==> config.mk <==
export PLATFORM = sky130hd
export DESIGN_NAME = uart_rx_mmio
export DESIGN_NICKNAME = d
export VERILOG_FILES = /design/src/rtl/uart_pkg.sv /design/src/rtl/uart_rx_fifo.sv /design/src/rtl/uart_rx_mmio.sv
export SDC_FILE = /design/constraint.sdc
export NUM_CORES = 1
export LEC_CHECK = 0
export BUFFER_PORTS_ARGS = -buffer_cell sky130_fd_sc_hd__buf_2
export CAP_MARGIN = 0
export CELL_PAD_IN_SITES_DETAIL_PLACEMENT = 1
export CELL_PAD_IN_SITES_GLOBAL_PLACEMENT = 1
export CORE_ASPECT_RATIO = 1.5
export CORE_UTILIZATION = 30
export DETAILED_ROUTE_END_ITERATION = 10
export GPL_ROUTABILITY_DRIVEN = 0
export PLACE_DENSITY_LB_ADDON = 0.1
export RECOVER_POWER = 50
export SYNTH_ARGS = -nofsm -noshare
export SYNTH_HDL_FRONTEND = slang
export SYNTH_SLANG_ARGS = --single-unit
export TNS_END_PERCENT = 10
==> constraint.sdc <==
create_clock -name clk -period 8.81 [get_ports clk]
set_input_delay 1.762 -clock clk [delete_from_list [all_inputs] [get_ports clk]]
set_output_delay 1.762 -clock clk [all_outputs]
set_load 0.1 [all_outputs]
==> src/rtl/uart_pkg.sv <==
// Shared UART definitions: MMIO addresses, status bit layout, receiver FSM encoding.
package uart_pkg;

    localparam logic [31:0] UART_TX_ADDR      = 32'h1000_0000;
    localparam logic [31:0] UART_RX_DATA_ADDR = 32'h1000_0004;
    localparam logic [31:0] UART_RX_STAT_ADDR = 32'h1000_0008;

    localparam int STAT_NOT_EMPTY  = 0;
    localparam int STAT_FULL       = 1;
    localparam int STAT_OVERRUN    = 2;
    localparam int STAT_FRAME_ERR  = 3;
    localparam int STAT_PARITY_ERR = 4;
    localparam int STAT_COUNT_LSB  = 8;

    typedef enum logic [2:0] {
        RX_IDLE   = 3'd0,
        RX_START  = 3'd1,
        RX_DATA   = 3'd2,
        RX_PARITY = 3'd3,
        RX_STOP   = 3'd4
    } rx_state_e;

    // Even-parity bit for a data byte: the bit that makes the total count of ones even.
    function automatic logic even_parity(input logic [7:0] data);
        return ^data;
    endfunction

endpackage

==> src/rtl/uart_rx_fifo.sv <==
// Receive byte FIFO: synchronous push/pop, registered count, combinational head.
// A pop in the same cycle frees a slot, so a push into a full FIFO is then accepted.
module uart_rx_fifo #(
    parameter int  DEPTH = 8,
    localparam int PTR_W = $clog2(DEPTH),
    localparam int CNT_W = PTR_W + 1
) (
    input  logic             clk,
    input  logic             rst_n,
    input  logic             push_i,
    input  logic [7:0]       push_data_i,
    input  logic             pop_i,
    output logic [7:0]       head_o,
    output logic [CNT_W-1:0] count_o,
    output logic             full_o,
    output logic             empty_o
);

    logic [7:0]       mem_q [DEPTH];
    logic [PTR_W-1:0] wr_ptr_q;
    logic [PTR_W-1:0] rd_ptr_q;
    logic [CNT_W-1:0] count_q;
    logic             do_pop_s;
    logic             do_push_s;

    assign empty_o   = (count_q == {CNT_W{1'b0}});
    assign full_o    = (count_q == CNT_W'(DEPTH));
    assign do_pop_s  = pop_i && !empty_o;
    assign do_push_s = push_i && (!full_o || do_pop_s);
    assign count_o   = count_q;
    assign head_o    = mem_q[rd_ptr_q];

    // Pointer and occupancy bookkeeping; pointers wrap naturally at the power-of-2 depth.
    always_ff @(posedge clk) begin
        if (!rst_n) begin
            wr_ptr_q <= {PTR_W{1'b0}};
            rd_ptr_q <= {PTR_W{1'b0}};
            count_q  <= {CNT_W{1'b0}};
        end else begin
            if (do_push_s) wr_ptr_q <= wr_ptr_q + PTR_W'(1);
            if (do_pop_s)  rd_ptr_q <= rd_ptr_q + PTR_W'(1);
            case ({do_push_s, do_pop_s})
                2'b10:   count_q <= count_q + CNT_W'(1);
                2'b01:   count_q <= count_q - CNT_W'(1);
                default: count_q <= count_q;
            endcase
        end
    end

    // Storage write; contents need no reset because occupancy gates every read.
    always_ff @(posedge clk) begin
        if (do_push_s) mem_q[wr_ptr_q] <= push_data_i;
    end

endmodule

==> src/rtl/uart_rx_mmio.sv <==
// Memory-mapped 8N1 UART receiver with byte FIFO, data/status registers and IRQ.
// Optional even parity bit after bit 7 when UART_RX_PARITY_EN is defined.
module uart_rx_mmio
    import uart_pkg::*;
#(
    parameter int          CLKS_PER_BIT = 16,
    parameter int          FIFO_DEPTH   = 8,
    parameter logic [31:0] DATA_ADDR    = UART_RX_DATA_ADDR,
    parameter logic [31:0] STAT_ADDR    = UART_RX_STAT_ADDR
) (
    input  logic        clk,
    input  logic        rst_n,
    input  logic        rx,
    input  logic [31:0] addr,
    input  logic        re,
    output logic [31:0] rdata,
    output logic        rx_irq
);

    localparam int CNT_W = $clog2(CLKS_PER_BIT);
    localparam int CW    = $clog2(FIFO_DEPTH) + 1;
    localparam logic [CNT_W-1:0] HALF_LAST = CNT_W'(CLKS_PER_BIT / 2 - 1);
    localparam logic [CNT_W-1:0] BIT_LAST  = CNT_W'(CLKS_PER_BIT - 1);

    logic             sync1_q, sync2_q, prev_q;
    logic [1:0]       warm_q;
    rx_state_e        state_q, state_d;
    logic [CNT_W-1:0] cnt_q, cnt_d;
    logic [2:0]       bit_q, bit_d;
    logic [7:0]       shift_q, shift_d;
    logic             overrun_q, overrun_d;
    logic             frame_err_q, frame_err_d;
    logic             rx_irq_q;
    logic             rx_s, fall_s, sample_s;
    logic             push_s, frame_set_s, overrun_set_s;
    logic             pop_s, stat_clr_s;
    logic             parity_err_s;
    logic [7:0]       head_s;
    logic [CW-1:0]    count_s;
    logic [3:0]       count_field_s;
    logic             full_s, empty_s;
`ifdef UART_RX_PARITY_EN
    logic             par_bad_q, par_bad_d;
    logic             parity_err_q, parity_err_d;
    logic             parity_set_s;
`endif

    assign rx_s          = sync2_q;
    // The warm-up stage keeps the edge detector disarmed until the synchroniser holds real line data.
    assign fall_s        = prev_q && !sync2_q;
    assign pop_s         = re && (addr == DATA_ADDR) && !empty_s;
    assign stat_clr_s    = re && (addr == STAT_ADDR);
    assign overrun_set_s = push_s && full_s && !pop_s;
    assign rx_irq        = rx_irq_q;

    // Two-flop synchroniser, falling-edge history and post-reset warm-up.
    always_ff @(posedge clk) begin
        if (!rst_n) begin
            sync1_q <= 1'b1;
            sync2_q <= 1'b1;
            prev_q  <= 1'b0;
            warm_q  <= 2'b00;
        end else begin
            sync1_q <= rx;
            sync2_q <= sync1_q;
            prev_q  <= warm_q[1] ? sync2_q : 1'b0;
            warm_q  <= {warm_q[0], 1'b1};
        end
    end

    // Receiver state, bit timing, shift register, sticky flags and IRQ registers.
    always_ff @(posedge clk) begin
        if (!rst_n) begin
            state_q     <= RX_IDLE;
            cnt_q       <= {CNT_W{1'b0}};
            bit_q       <= 3'd0;
            shift_q     <= 8'd0;
            overrun_q   <= 1'b0;
            frame_err_q <= 1'b0;
            rx_irq_q    <= 1'b0;
`ifdef UART_RX_PARITY_EN
            par_bad_q    <= 1'b0;
            parity_err_q <= 1'b0;
`endif
        end else begin
            state_q     <= state_d;
            cnt_q       <= cnt_d;
            bit_q       <= bit_d;
            shift_q     <= shift_d;
            overrun_q   <= overrun_d;
            frame_err_q <= frame_err_d;
            rx_irq_q    <= !empty_s;
`ifdef UART_RX_PARITY_EN
            par_bad_q    <= par_bad_d;
            parity_err_q <= parity_err_d;
`endif
        end
    end

    // Sample strobe: half a bit into the start bit, then every full bit period.
    always_comb begin
        case (state_q)
            RX_START:                    sample_s = (cnt_q == HALF_LAST);
            RX_DATA, RX_PARITY, RX_STOP: sample_s = (cnt_q == BIT_LAST);
            default:                     sample_s = 1'b0;
        endcase
    end

    // Next-state logic of the frame FSM.
    always_comb begin
        state_d = state_q;
        case (state_q)
            RX_IDLE: begin
                if (fall_s) state_d = RX_START;
                else        state_d = RX_IDLE;
            end
            RX_START: begin
                if (sample_s) state_d = rx_s ? RX_IDLE : RX_DATA;
                else          state_d = RX_START;
            end
            RX_DATA: begin
                if (sample_s && (bit_q == 3'd7)) begin
`ifdef UART_RX_PARITY_EN
                    state_d = RX_PARITY;
`else
                    state_d = RX_STOP;
`endif
                end else begin
                    state_d = RX_DATA;
                end
            end
`ifdef UART_RX_PARITY_EN
            RX_PARITY: begin
                if (sample_s) state_d = RX_STOP;
                else          state_d = RX_PARITY;
            end
`endif
            RX_STOP: begin
                if (sample_s) state_d = RX_IDLE;
                else          state_d = RX_STOP;
            end
            default: state_d = RX_IDLE;
        endcase
    end

    // FSM outputs: bit timer, data capture, push request and error strobes.
    always_comb begin
        bit_d       = bit_q;
        shift_d     = shift_q;
        push_s      = 1'b0;
        frame_set_s = 1'b0;
`ifdef UART_RX_PARITY_EN
        par_bad_d    = par_bad_q;
        parity_set_s = 1'b0;
`endif
        if ((state_q == RX_IDLE) || sample_s) cnt_d = {CNT_W{1'b0}};
        else                                  cnt_d = cnt_q + CNT_W'(1);
        case (state_q)
            RX_IDLE: begin
                bit_d = 3'd0;
`ifdef UART_RX_PARITY_EN
                par_bad_d = 1'b0;
`endif
            end
            RX_DATA: begin
                if (sample_s) begin
                    shift_d = {rx_s, shift_q[7:1]};
                    bit_d   = bit_q + 3'd1;
                end else begin
                    shift_d = shift_q;
                end
            end
`ifdef UART_RX_PARITY_EN
            RX_PARITY: begin
                if (sample_s) begin
                    par_bad_d    = (rx_s != even_parity(shift_q));
                    parity_set_s = (rx_s != even_parity(shift_q));
                end else begin
                    par_bad_d = par_bad_q;
                end
            end
`endif
            RX_STOP: begin
                if (sample_s && rx_s) begin
`ifdef UART_RX_PARITY_EN
                    push_s = !par_bad_q;
`else
                    push_s = 1'b1;
`endif
                end else if (sample_s) begin
                    frame_set_s = 1'b1;
                end else begin
                    push_s = 1'b0;
                end
            end
            default: begin
                push_s = 1'b0;
            end
        endcase
    end

    // Sticky flags: a status read clears them, but a same-cycle set wins.
    always_comb begin
        overrun_d   = (stat_clr_s ? 1'b0 : overrun_q) | overrun_set_s;
        frame_err_d = (stat_clr_s ? 1'b0 : frame_err_q) | frame_set_s;
`ifdef UART_RX_PARITY_EN
        parity_err_d = (stat_clr_s ? 1'b0 : parity_err_q) | parity_set_s;
        parity_err_s = parity_err_q;
`else
        parity_err_s = 1'b0;
`endif
    end

    // Zero-extend or clip the FIFO count into the 4-bit status field.
    always_comb begin
        count_field_s = 4'd0;
        for (int i = 0; (i < CW) && (i < 4); i++) count_field_s[i] = count_s[i];
    end

    // Combinational register read decode.
    always_comb begin
        rdata = 32'd0;
        if (addr == DATA_ADDR) begin
            if (!empty_s) rdata = {24'd0, head_s};
            else          rdata = 32'd0;
        end else if (addr == STAT_ADDR) begin
            rdata[STAT_NOT_EMPTY]                 = !empty_s;
            rdata[STAT_FULL]                      = full_s;
            rdata[STAT_OVERRUN]                   = overrun_q;
            rdata[STAT_FRAME_ERR]                 = frame_err_q;
            rdata[STAT_PARITY_ERR]                = parity_err_s;
            rdata[STAT_COUNT_LSB+3:STAT_COUNT_LSB] = count_field_s;
        end else begin
            rdata = 32'd0;
        end
    end

    uart_rx_fifo #(
        .DEPTH(FIFO_DEPTH)
    ) u_fifo (
        .clk        (clk),
        .rst_n      (rst_n),
        .push_i     (push_s),
        .push_data_i(shift_q),
        .pop_i      (pop_s),
        .head_o     (head_s),
        .count_o    (count_s),
        .full_o     (full_s),
        .empty_o    (empty_s)
    );

endmodule
==> flow_summary.yaml <==
hold_path:
  whs_path_depth: 1
  min_to: "rx_s$_SDFF_PN1_"
  min_path_type: "reg2reg"
  hp-start: "sync1_q$_SDFF_PN1_"
timing:
  rsz0062_at_grt: "false"
  setup_viol: 0
  hold_viol: 0
  fin_crit_ns: 5.598
  maxSlewViolCount: 10
  totalNegativeSetupSlack_ns: 0
  worst_pin_slew_ns: 1.506
  relSlewSlack: -0.01342
  fmax_mhz: 178.6
  min_period_over_period: 0.6355
  skew_ns: 0.008296
synth:
  synth-seq-cells: 103
  avgSynthCellArea_um2: 13.52
  synth-main-ff-cell: "edfxtp_1"
  ys_types: 45
  ys_seq_area_frac: 0.6040
  synthArstFlopShare: 0
  syn_area_um2: 4474
  synth_area_leaders: "edfxtp_1 (43%), dfxtp_1 (17%), mux4_2 (8.1%)"
  synth-edff-count: 64
  synth_top_cell_area_share: 0.4295
  synth_top_area_cell: "edfxtp_1"
  syn_inst: 331
  yosysWarnings: 0
route:
  wl_per_cell_um: 16.89
  post-route-drc-count: 0
  wl_um: 9778
  detail-route-antenna-nets: 0
  drt_iter0_drc: 46
  viasPerCell: 4.636
  dr_total_vias: 2684
  firstDrtPassIters: 4
setup_path:
  path_common_cell: "buf_2"
  crit_chain: "buf_2, nor4b_2, nand4_1, or3_1, o21ai_0, buf_2"
  critPathKind: "in2out"
  crit_path_end_kind: "output port"
  arrival_ns: 3.84
  crit_required_ns: 7.05
  slowest_stage: "or3_1"
  regToRegSetupSlack_ns: 4.79
  worst_r2r_startpoint: "u_fifo.count_o[1]$_SDFFE_PN0P_"
  rr_worst_depth: 11
  worst-path-max-fanout: 9
  timing.rr.end: "u_fifo.count_o[2]$_SDFFE_PN0P_"
  max_stage_delay_ns: 0.67
  startpoint_type: "input pin"
grt:
  grt_max_degree: 24
  grt_pass1_vias: 2672
  grt_first_pass_wirelength_um: 15280
  antenna_found_initial: 0
  overflow: 0
  grt_usage: 0.1381
pwr:
  clkPwrFrac: 0.408
  p_per_area_nw_per_um2: 184.3
  ir_worst_vdd_uv: 88.40
  p_sw_frac: 0.2478
  total_power_uw: 946.6
  power_switching_uw: 234.6
  p_seq_frac: 0.536
  intPower_uw: 712.0
  p_comb_frac: 0.057
  p_leak_uw: 0.001805
clock_network:
  htreeDepth: 3
  cts.sinks: 103
  cts_setup_buffers: 0
  tritoncts: "built"
  numCtsBuffers: 9
  clock_path_buffers: 2
  clk_latency_ns: 0.35
  ctsResizeCount: 0
  cts_hold_buf: 0
  cts.clk_slew.worst_paths_ns: 0.07
  cts-root-buf: "clkbuf_16"
status:
  violations: "max-capacitance violations, max-slew violations"
  outcome: "finished with violations"
die:
  dieArea_um2: 15420
  num_rows: 54
  start_util: 0.3080
  ios: 69
  coreArea_um2: 14530
  die_h_um: 151.6
  die_w_um: 101.7
cells_and_area:
  nNetsFinal: 422
  diodes: 0
  syn2layout_area_growth_pct: 14.82
  layout-drive-gt1-share: 0.2559
placement:
  portBuffers: 48
  dp_hpwl_um: 6785
job:
  maxCapViolCount: 1
[sequential cells by signal, summed over array words and instances, names as in the netlist, named ones only]
name             count
u_fifo.mem_q        64
shift_q              8
cnt_q                4
u_fifo.count_o       4
bit_q                3
state_q              3
u_fifo.rd_ptr_q      3
u_fifo.wr_ptr_q      3
warm_q               2
frame_err_q          1
overrun_q            1
prev_q               1
rx_irq               1
rx_s                 1
sync1_q              1
[power by group through the flow]
stage | clock (uW) | combinational, uW | sequential (uW)
final | 386 | 53.5 | 507
after global routing | 416 | 56.1 | 507
after CTS | 398 | 54.0 | 507
after detailed placement | 0 | 54.0 | 518
after global placement | 0 | 53.4 | 518
after floorplan | 0 | 49.8 | 518
[per-stage QoR]
stage            util  hold slack, ns  area, um2  worst slack (ns)  cells
3_5_place_dp   0.3351          0.3995       4868             3.180    563
4_1_cts        0.3553          0.4187       5161             3.171    579
2_1_floorplan       -          0.3863       4546             1.609    350
5_1_grt        0.3537          0.4235       5137             2.969    579
3_3_place_gp   0.3351          0.3921       4868             3.257    563
6_report       0.3537          0.4159       5137             3.212    579
[logic make-up after synthesis]
family / count (synthesis) / synth area share
AND/OR/NAND/NOR: 114 / 0.1482
flip-flops: 103 / 0.6040
multiplexers: 38 / 0.1300
buffers and inverters: 36 / 0.04810
AO/OA/AOI/OAI: 25 / 0.03468
adder cells (fa/ha/maj): 8 / 0.02237
XOR/XNOR: 6 / 0.01174
other: 1 / 0.0008381
[cells in the mapped netlist, drive strengths merged, types with 5 or more instances]
master  number
nand2b      12
and2         7
edfxtp      64
nand2       22
nor2        32
dfxtp       39
ha           8
a21oi        5
mux4        16
nor4        10
o21ai        7
nor3         7
buf         26
mux2i       21
clkbuf       7
[final cells by class]
| cell class | count | area [um2] |
|---|---|---|
| clock buffers | 9 | 225.2 |
| clock inverters | 7 | 67.56 |
| fillers | 1568 | 9389 |
| inverters | 3 | 11.26 |
| multi-input cells | 211 | 1633 |
| flip-flops and latches | 103 | 2703 |
| well taps | 196 | 245.2 |
| repair buffers | 50 | 252.7 |
[routing by layer]
layer  track usage  wire, um  vias to the layer above
met5             0         0                        -
met4       0.05435       149                        0
met3       0.02064       174                       10
met2        0.2476      5336                       39
met1        0.1637      4117                     1359
li1              -         -                     1276
[worst max path at each step]
| stage | start | endpoint | cells past startpoint |
|---|---|---|---|
| final | addr[26] | rdata[3] | 6 |
| after global routing | addr[26] | rdata[2] | 7 |
| after CTS | addr[26] | rdata[3] | 6 |
| after detailed placement | addr[26] | rdata[3] | 6 |
| after global placement | addr[26] | rdata[3] | 6 |
| after floorplan | addr[26] | rdata[0] | 3 |
[worst max-delay path, delay by kind of cell]
family | cells | cell delay, ns
and+or+nand+nor | 3 | 1.20
buffers and inverters | 2 | 0.57
AOI/OAI and AO/OA | 1 | 0.30
[layout by cell type (no fill, tap or decap), types with 3 or more instances in the layout]
master / n
clkbuf_16: 9
o22ai_1: 3
buf_2: 46
or3_1: 4
mux2i_1: 21
conb_1: 20
nor4_2: 6
nand2_1: 22
mux4_2: 16
ha_1: 8
nor4_1: 3
clkinvlp_4: 3
and2_1: 7
edfxtp_1: 64
o211ai_1: 4
dfxtp_1: 39
o21ai_0: 6
nand2b_1: 12
nand3_1: 4
nor2_1: 32
and3_1: 3
nor3_1: 3
nor3_2: 4
a21oi_1: 5
xor2_1: 4
(Power assumes the default switching activity.)
